--- src/rtl/axi4_lite_pkg.sv ---
// Shared types and constants for the AXI4-Lite crossbar: response codes,
// FSM state encodings and the default SRAM/device address map.
package axi4_lite_pkg;

  localparam logic [1:0] RESP_OKAY   = 2'b00;
  localparam logic [1:0] RESP_SLVERR = 2'b10;
  localparam logic [1:0] RESP_DECERR = 2'b11;

  typedef enum logic [1:0] {R_IDLE, R_ADDR, R_DATA, R_ERR} rd_state_t;
  typedef enum logic [1:0] {W_IDLE, W_REQ, W_RESP, W_ERR} wr_state_t;

  // Element 0 is the SRAM window, element 1 the UART/CLINT page.
  localparam logic [1:0][31:0] DEF_BASE = {32'ha000_0000, 32'h8000_0000};
  localparam logic [1:0][31:0] DEF_MASK = {32'hFFFF_F000, 32'hF800_0000};

endpackage

--- src/rtl/axi4_lite_addr_decode.sv ---
// Combinational address decoder: finds the lowest-indexed slave whose
// (addr & MASK) matches BASE.
module axi4_lite_addr_decode #(
  parameter int unsigned               NSLV = 2,
  parameter int unsigned               IDXW = 1,
  parameter logic [NSLV-1:0][31:0]     BASE = '0,
  parameter logic [NSLV-1:0][31:0]     MASK = '0
) (
  input  logic [31:0]     addr_i,
  output logic            hit_o,
  output logic [IDXW-1:0] idx_o
);

  always_comb begin
    hit_o = 1'b0;
    idx_o = '0;
    for (int unsigned i = 0; i < NSLV; i++) begin
      if (!hit_o && ((addr_i & MASK[i]) == BASE[i])) begin
        hit_o = 1'b1;
        idx_o = IDXW'(i);
      end
    end
  end

endmodule

--- src/rtl/axi4_lite_xbar.sv ---
// AXI4-Lite 1-to-N crossbar: independent read and write FSMs, one outstanding
// transaction per direction, local DECERR for unmapped addresses.
module axi4_lite_xbar
  import axi4_lite_pkg::*;
#(
  parameter int unsigned           NSLV = 2,
  parameter logic [NSLV-1:0][31:0] BASE = DEF_BASE,
  parameter logic [NSLV-1:0][31:0] MASK = DEF_MASK
) (
  input  logic                       clk,
  input  logic                       rst,
  input  logic [31:0]                araddr,
  input  logic                       arvalid,
  output logic                       arready,
  output logic [31:0]                rdata,
  output logic [1:0]                 rresp,
  output logic                       rvalid,
  input  logic                       rready,
  input  logic [31:0]                awaddr,
  input  logic                       awvalid,
  output logic                       awready,
  input  logic [31:0]                wdata,
  input  logic [3:0]                 wstrb,
  input  logic                       wvalid,
  output logic                       wready,
  output logic [1:0]                 bresp,
  output logic                       bvalid,
  input  logic                       bready,
  output logic [NSLV-1:0][31:0]      saraddr,
  output logic [NSLV-1:0]            sarvalid,
  input  logic [NSLV-1:0]            sarready,
  input  logic [NSLV-1:0][31:0]      srdata,
  input  logic [NSLV-1:0][1:0]       srresp,
  input  logic [NSLV-1:0]            srvalid,
  output logic [NSLV-1:0]            srready,
  output logic [NSLV-1:0][31:0]      sawaddr,
  output logic [NSLV-1:0]            sawvalid,
  input  logic [NSLV-1:0]            sawready,
  output logic [NSLV-1:0][31:0]      swdata,
  output logic [NSLV-1:0][3:0]       swstrb,
  output logic [NSLV-1:0]            swvalid,
  input  logic [NSLV-1:0]            swready,
  input  logic [NSLV-1:0][1:0]       sbresp,
  input  logic [NSLV-1:0]            sbvalid,
  output logic [NSLV-1:0]            sbready
);

  localparam int unsigned IDXW = (NSLV > 1) ? $clog2(NSLV) : 1;

  rd_state_t       rd_state_q;
  logic [31:0]     araddr_q;
  logic [IDXW-1:0] rsel_q;
  wr_state_t       wr_state_q;
  logic [31:0]     awaddr_q, wdata_q;
  logic [3:0]      wstrb_q;
  logic [IDXW-1:0] wsel_q;
  logic            aw_got_q, w_got_q, aw_done_q, w_done_q;

  logic            rd_hit, wr_hit, aw_hs, w_hs;
  logic [IDXW-1:0] rd_idx, wr_idx;
  logic [31:0]     wr_dec_addr;

  axi4_lite_addr_decode #(.NSLV(NSLV), .IDXW(IDXW), .BASE(BASE), .MASK(MASK)) u_rd_dec (
    .addr_i(araddr), .hit_o(rd_hit), .idx_o(rd_idx)
  );

  // Decoding the live awaddr when AW arrives last lets the request go out
  // the very next cycle instead of waiting for the latch.
  assign wr_dec_addr = aw_got_q ? awaddr_q : awaddr;

  axi4_lite_addr_decode #(.NSLV(NSLV), .IDXW(IDXW), .BASE(BASE), .MASK(MASK)) u_wr_dec (
    .addr_i(wr_dec_addr), .hit_o(wr_hit), .idx_o(wr_idx)
  );

  assign aw_hs = awvalid && awready;
  assign w_hs  = wvalid && wready;

  always_ff @(posedge clk or negedge rst) begin
    if (!rst) begin
      rd_state_q <= R_IDLE;
      araddr_q   <= '0;
      rsel_q     <= '0;
    end else begin
      unique case (rd_state_q)
        R_IDLE: if (arvalid) begin
          araddr_q   <= araddr;
          rsel_q     <= rd_idx;
          rd_state_q <= rd_hit ? R_ADDR : R_ERR;
        end
        R_ADDR: if (sarready[rsel_q]) rd_state_q <= R_DATA;
        R_DATA: if (srvalid[rsel_q] && rready) rd_state_q <= R_IDLE;
        R_ERR:  if (rready) rd_state_q <= R_IDLE;
        default: rd_state_q <= R_IDLE;
      endcase
    end
  end

  always_ff @(posedge clk or negedge rst) begin
    if (!rst) begin
      wr_state_q <= W_IDLE;
      awaddr_q   <= '0;
      wdata_q    <= '0;
      wstrb_q    <= '0;
      wsel_q     <= '0;
      aw_got_q   <= 1'b0;
      w_got_q    <= 1'b0;
      aw_done_q  <= 1'b0;
      w_done_q   <= 1'b0;
    end else begin
      unique case (wr_state_q)
        W_IDLE: begin
          if (aw_hs) begin
            awaddr_q <= awaddr;
            aw_got_q <= 1'b1;
          end
          if (w_hs) begin
            wdata_q <= wdata;
            wstrb_q <= wstrb;
            w_got_q <= 1'b1;
          end
          if ((aw_got_q || aw_hs) && (w_got_q || w_hs)) begin
            wsel_q     <= wr_idx;
            wr_state_q <= wr_hit ? W_REQ : W_ERR;
          end
        end
        W_REQ: begin
          if (sawready[wsel_q]) aw_done_q <= 1'b1;
          if (swready[wsel_q])  w_done_q  <= 1'b1;
          if ((aw_done_q || sawready[wsel_q]) && (w_done_q || swready[wsel_q]))
            wr_state_q <= W_RESP;
        end
        W_RESP, W_ERR: begin
          if (bready && (wr_state_q == W_ERR || sbvalid[wsel_q])) begin
            wr_state_q <= W_IDLE;
            aw_got_q   <= 1'b0;
            w_got_q    <= 1'b0;
            aw_done_q  <= 1'b0;
            w_done_q   <= 1'b0;
          end
        end
        default: wr_state_q <= W_IDLE;
      endcase
    end
  end

  // Readies are gated by rst so they stay low throughout reset.
  always_comb begin
    arready  = rst && (rd_state_q == R_IDLE);
    awready  = rst && (wr_state_q == W_IDLE) && !aw_got_q;
    wready   = rst && (wr_state_q == W_IDLE) && !w_got_q;
    rvalid   = 1'b0;
    rdata    = '0;
    rresp    = '0;
    bvalid   = 1'b0;
    bresp    = '0;
    saraddr  = '0;
    sarvalid = '0;
    srready  = '0;
    sawaddr  = '0;
    sawvalid = '0;
    swdata   = '0;
    swstrb   = '0;
    swvalid  = '0;
    sbready  = '0;
    if (rd_state_q == R_DATA) begin
      rvalid = srvalid[rsel_q];
      rdata  = srdata[rsel_q];
      rresp  = srresp[rsel_q];
    end else if (rd_state_q == R_ERR) begin
      rvalid = 1'b1;
      rresp  = RESP_DECERR;
    end
    if (wr_state_q == W_RESP) begin
      bvalid = sbvalid[wsel_q];
      bresp  = sbresp[wsel_q];
    end else if (wr_state_q == W_ERR) begin
      bvalid = 1'b1;
      bresp  = RESP_DECERR;
    end
    for (int unsigned i = 0; i < NSLV; i++) begin
      if (rsel_q == IDXW'(i)) begin
        if (rd_state_q == R_ADDR) begin
          sarvalid[i] = 1'b1;
          saraddr[i]  = araddr_q;
        end
        if (rd_state_q == R_DATA) srready[i] = rready;
      end
      if (wsel_q == IDXW'(i)) begin
        if (wr_state_q == W_REQ) begin
          sawvalid[i] = !aw_done_q;
          swvalid[i]  = !w_done_q;
          sawaddr[i]  = awaddr_q;
          swdata[i]   = wdata_q;
          swstrb[i]   = wstrb_q;
        end
        if (wr_state_q == W_RESP) sbready[i] = bready;
      end
    end
  end

endmodule

--- config.mk ---
export PLATFORM = sky130hd
export DESIGN_NAME = axi4_lite_xbar
export DESIGN_NICKNAME = d
export VERILOG_FILES = /design/src/rtl/axi4_lite_pkg.sv /design/src/rtl/axi4_lite_addr_decode.sv /design/src/rtl/axi4_lite_xbar.sv
export SDC_FILE = /design/constraint.sdc
export NUM_CORES = 1
export LEC_CHECK = 0
export ABC_AREA = 1
export BUFFER_PORTS_ARGS = -buffer_cell sky130_fd_sc_hd__buf_2
export CAP_MARGIN = 10
export CORE_AREA = 4 4 171 173
export DETAILED_ROUTE_END_ITERATION = 16
export DIE_AREA = 0 0 175 177
export PLACE_DENSITY = 0.59
export SLEW_MARGIN = 20
export SYNTH_ARGS = -nofsm -noshare
export SYNTH_HDL_FRONTEND = slang
export SYNTH_SLANG_ARGS = --single-unit
--- constraint.sdc ---
create_clock -name clk -period 2.5 [get_ports clk]
set_input_delay 0.625 -clock clk [delete_from_list [all_inputs] [get_ports clk]]
set_output_delay 0.625 -clock clk [all_outputs]
set_load 0.1 [all_outputs]
==> flow_summary.yaml <==
run_status:
  outcome: "completed"
die:
  die_area_um2: 30980
  io_pins: 440
  die_height_um: 177
  start_util_pct: 25.75
  die_w_um: 175
  rows: 61
  coreArea_um2: 27630
sta:
  rsz0062_at_grt: "true"
  slew-limit-headroom_pct: 55.88
  setup_violations: 0
  fin_skew_ns: 0.01417
  tightest_slew_ns: 0.6618
  fin_crit_ns: 2.416
  tns_ns: 0
  maxSlewViolCount: 0
  max_freq_mhz: 413.9
  hold_violations: 0
  holdWs_ns: 0.4308
  finalCritPeriodShare_pct: 96.65
detailed_routing:
  wl_per_cell_um: 17.79
  drt_iter0_markers: 393
  vias: 8131
  detail_route.first_pass.iterations: 5
  drt-total-wl_mm: 31.94
  drc: 0
  routed_via_density: 4.530
  antenna_left: 0
clock_network:
  cts_buffers: 9
  htreeDepth: 3
  path_clk_slew_ns: 0.08
  cts_tree: "built"
  cts-root-buf: "clkbuf_16"
  clk_latency_ns: 0.36
  clock-sinks: 110
  clockBufferDepth: 2
logic_synthesis:
  avgSynthCellArea_um2: 7.209
  ys_warn_count: 0
  mappedNetlistArea_um2: 7116
  synth_nets: 1176
  yosysTopAreaCellShare_pct: 38.68
  seq_area_frac_synth_pct: 38.68
  synth_largest_area_cell: "dfrtp_1"
  synth_cell_types: 24
  yosys-top-cells-area: "dfrtp_1 (39%), nor3_2 (13%), nand2_1 (11%)"
  synth_seq_cells: 110
  syn_inst: 987
flow_run:
  max_cap_violations: 0
grt:
  grt_pass1_wl_mm: 48.55
  antenna_found_initial: 4
  grt_max_degree: 66
  track_usage_pct: 20.02
  grt_overflow: 0
  grt_pass1_vias: 8251
power:
  cellPowerDensity_nw_per_um2: 1147
  intPower_mw: 7.351
  p_sw_mw: 10.94
  comb_power_share_pct: 75.2
  p_leak_nw: 6.909
  irDropWorstVdd_uv: 813.8
  p_clk_share_pct: 8.4
  swShare_pct: 59.81
  p_total_mw: 18.29
  seqPwrFrac_pct: 16.4
critical_path:
  slowest_stage: "dfrtp_1"
  path_common_cell: "nor2_4"
  setup.worst_path.class: "reg2out"
  cp.arrival_ns: 1.79
  startpoint_type: "register"
  crit_fanout: 10
  max_stage_delay_ns: 0.42
  crit_path_end_kind: "output port"
  required_ns: 1.88
  cp_cell_sequence: "nor2_2 > inv_2 > nor2_4 > clkinv_8 > clkbuf_16 > nor2_4 > buf_12"
hold_path:
  hold_path.class: "in2async"
final_layout:
  stdcell_area_um2: 15950
  n_fill_cell: 2375
  area_growth_syn_to_layout_pct: 124.1
  fin_nets: 1598
  drive_gt1_share_pct: 53.68
  layout.cells.non_filler: 1795
place:
  port_buffers: 439
  dp_cells: 1768
  gp_congestion: 0.8775
  dpl-instance-area_um2: 15420
  dp_hpwl_mm: 25.92
==> final cells by class <==
class	instances	area (µm²)	share of cell area (%)
Clock inverter	7	80.08	0.5022
Multi-Input combinational cell	658	5289	33.17
Timing Repair Buffer	480	6500	40.76
Clock buffer	9	225.2	1.412
Antenna cell	3	7.507	0.04708
Tap cell	378	473.0	2.966
Sequential cell	110	2759	17.30
Inverter	150	611.8	3.837
==> cell usage in the layout, fill, tap and decap left out, types with 2 or more instances in the layout <==
master     count
nand3_1       10
nor3_4       142
o21ai_0       57
nor2_2         6
inv_2          6
clkbuf_16     10
nor2_1        66
o21ai_1       26
nand4_1        5
buf_4         20
dfrtp_1      107
buf_12       264
a21oi_1       42
buf_2        188
diode_2        3
dfrtp_2        2
nor3_2         2
inv_6          3
buf_6          5
inv_8          3
nor2_4        68
inv_1        139
nand2_1      201
a21oi_2        9
a21oi_4       21
==> sequential cells by signal, summed over array words and instances (netlist names) <==
| register | flops |
|---|---|
| araddr_q | 32 |
| aw_done_q | 1 |
| aw_got_q | 1 |
| awaddr_q | 32 |
| rd_state_q | 2 |
| rsel_q | 1 |
| w_done_q | 1 |
| w_got_q | 1 |
| wdata_q | 32 |
| wr_state_q | 2 |
| wsel_q | 1 |
| wstrb_q | 4 |
==> critical path: cells and delay by family (launching register included) <==
family,cells,cell delay (ns)
DFF,1,0.42
and+or+nand+nor,3,0.43
buffers and inverters,4,0.58
==> metrics by stage <==
step | worst slack (ns) | utilization [%]
detailed placement | 0.1546 | 55.83
floorplan | -0.5741 | -
CTS | -0.01564 | 57.24
global route | -0.008989 | 57.71
finish | 0.08372 | 57.71
global placement | 0.1879 | 55.83
==> final timing paths <==
| path | startpoint | endpoint | depth (start not counted) | slack (ns) |
|---|---|---|---|---|
| worst max-delay path | rd_state_q[1]$_DFFE_PN0P_ | saraddr[20] | 7 | 0.08 |
| worst min-delay path | rst | wdata_q[30]$_DFFE_PN0P_ | 2 | 0.43 |
| worst max register to register | wsel_q$_DFFE_PN0P_ | wr_state_q[1]$_DFFE_PN0P_ | 10 | 0.70 |
| worst min register to register | araddr_q[26]$_DFFE_PN0P_ | araddr_q[26]$_DFFE_PN0P_ | 2 | 0.49 |
| max in group asynchronous | rst | rd_state_q[0]$_DFFE_PN0P_ | 2 | 1.50 |
| min in group clk | araddr[11] | araddr_q[11]$_DFFE_PN0P_ | 3 | 0.47 |
==> power groups by stage <==
stage	Sequential (mW)	Clock, mW	Combinational, mW
after CTS	3.01	1.60	13.7
after floorplan	2.92	0	9.36
final	3.01	1.54	13.7
after global routing	3.11	1.68	14.4
after global placement	3.01	0	13.5
after detailed placement	3.05	0	13.6
==> synthesized netlist by cell type, drive strengths merged <==
| master | count |
|---|---|
| a21oi | 72 |
| buf | 53 |
| clkbuf | 16 |
| clkinv | 1 |
| dfrtp | 110 |
| inv | 149 |
| nand2 | 201 |
| nand3 | 10 |
| nand4 | 6 |
| nor2 | 140 |
| nor3 | 144 |
| o21a | 1 |
| o21ai | 83 |
| o22ai | 1 |
==> cell families (layout without fill, tap and decap cells) <==
family          after synthesis  in the layout  synth area share, %
compound gates              157            157                11.10
buf+inv                     219            646                14.17
flops                       110            110                38.68
other cells                   0              3                    0
simple gates                501            501                36.05
==> metal layers <==
layer / wire length [µm] / track usage [%] / share of wire [%] / up-vias
li1: - / - / - / 3972
met4: 403 / 4.223 / 1.3 / 2
met2: 16310 / 34.40 / 51 / 283
met5: 13 / 0 / 0.041 / -
met1: 12770 / 24.98 / 40 / 3844
met3: 2441 / 6.174 / 7.6 / 30
==> timing repair <==
item	CTS	global route
resized for setup	16	16
gates cloned	0	1
hold buffers	0	0
endpoints found under the setup margin	152	43
buffers inserted	4	3
pin swaps	2	1
No activity file was read; power rests on OpenSTA's default activity.
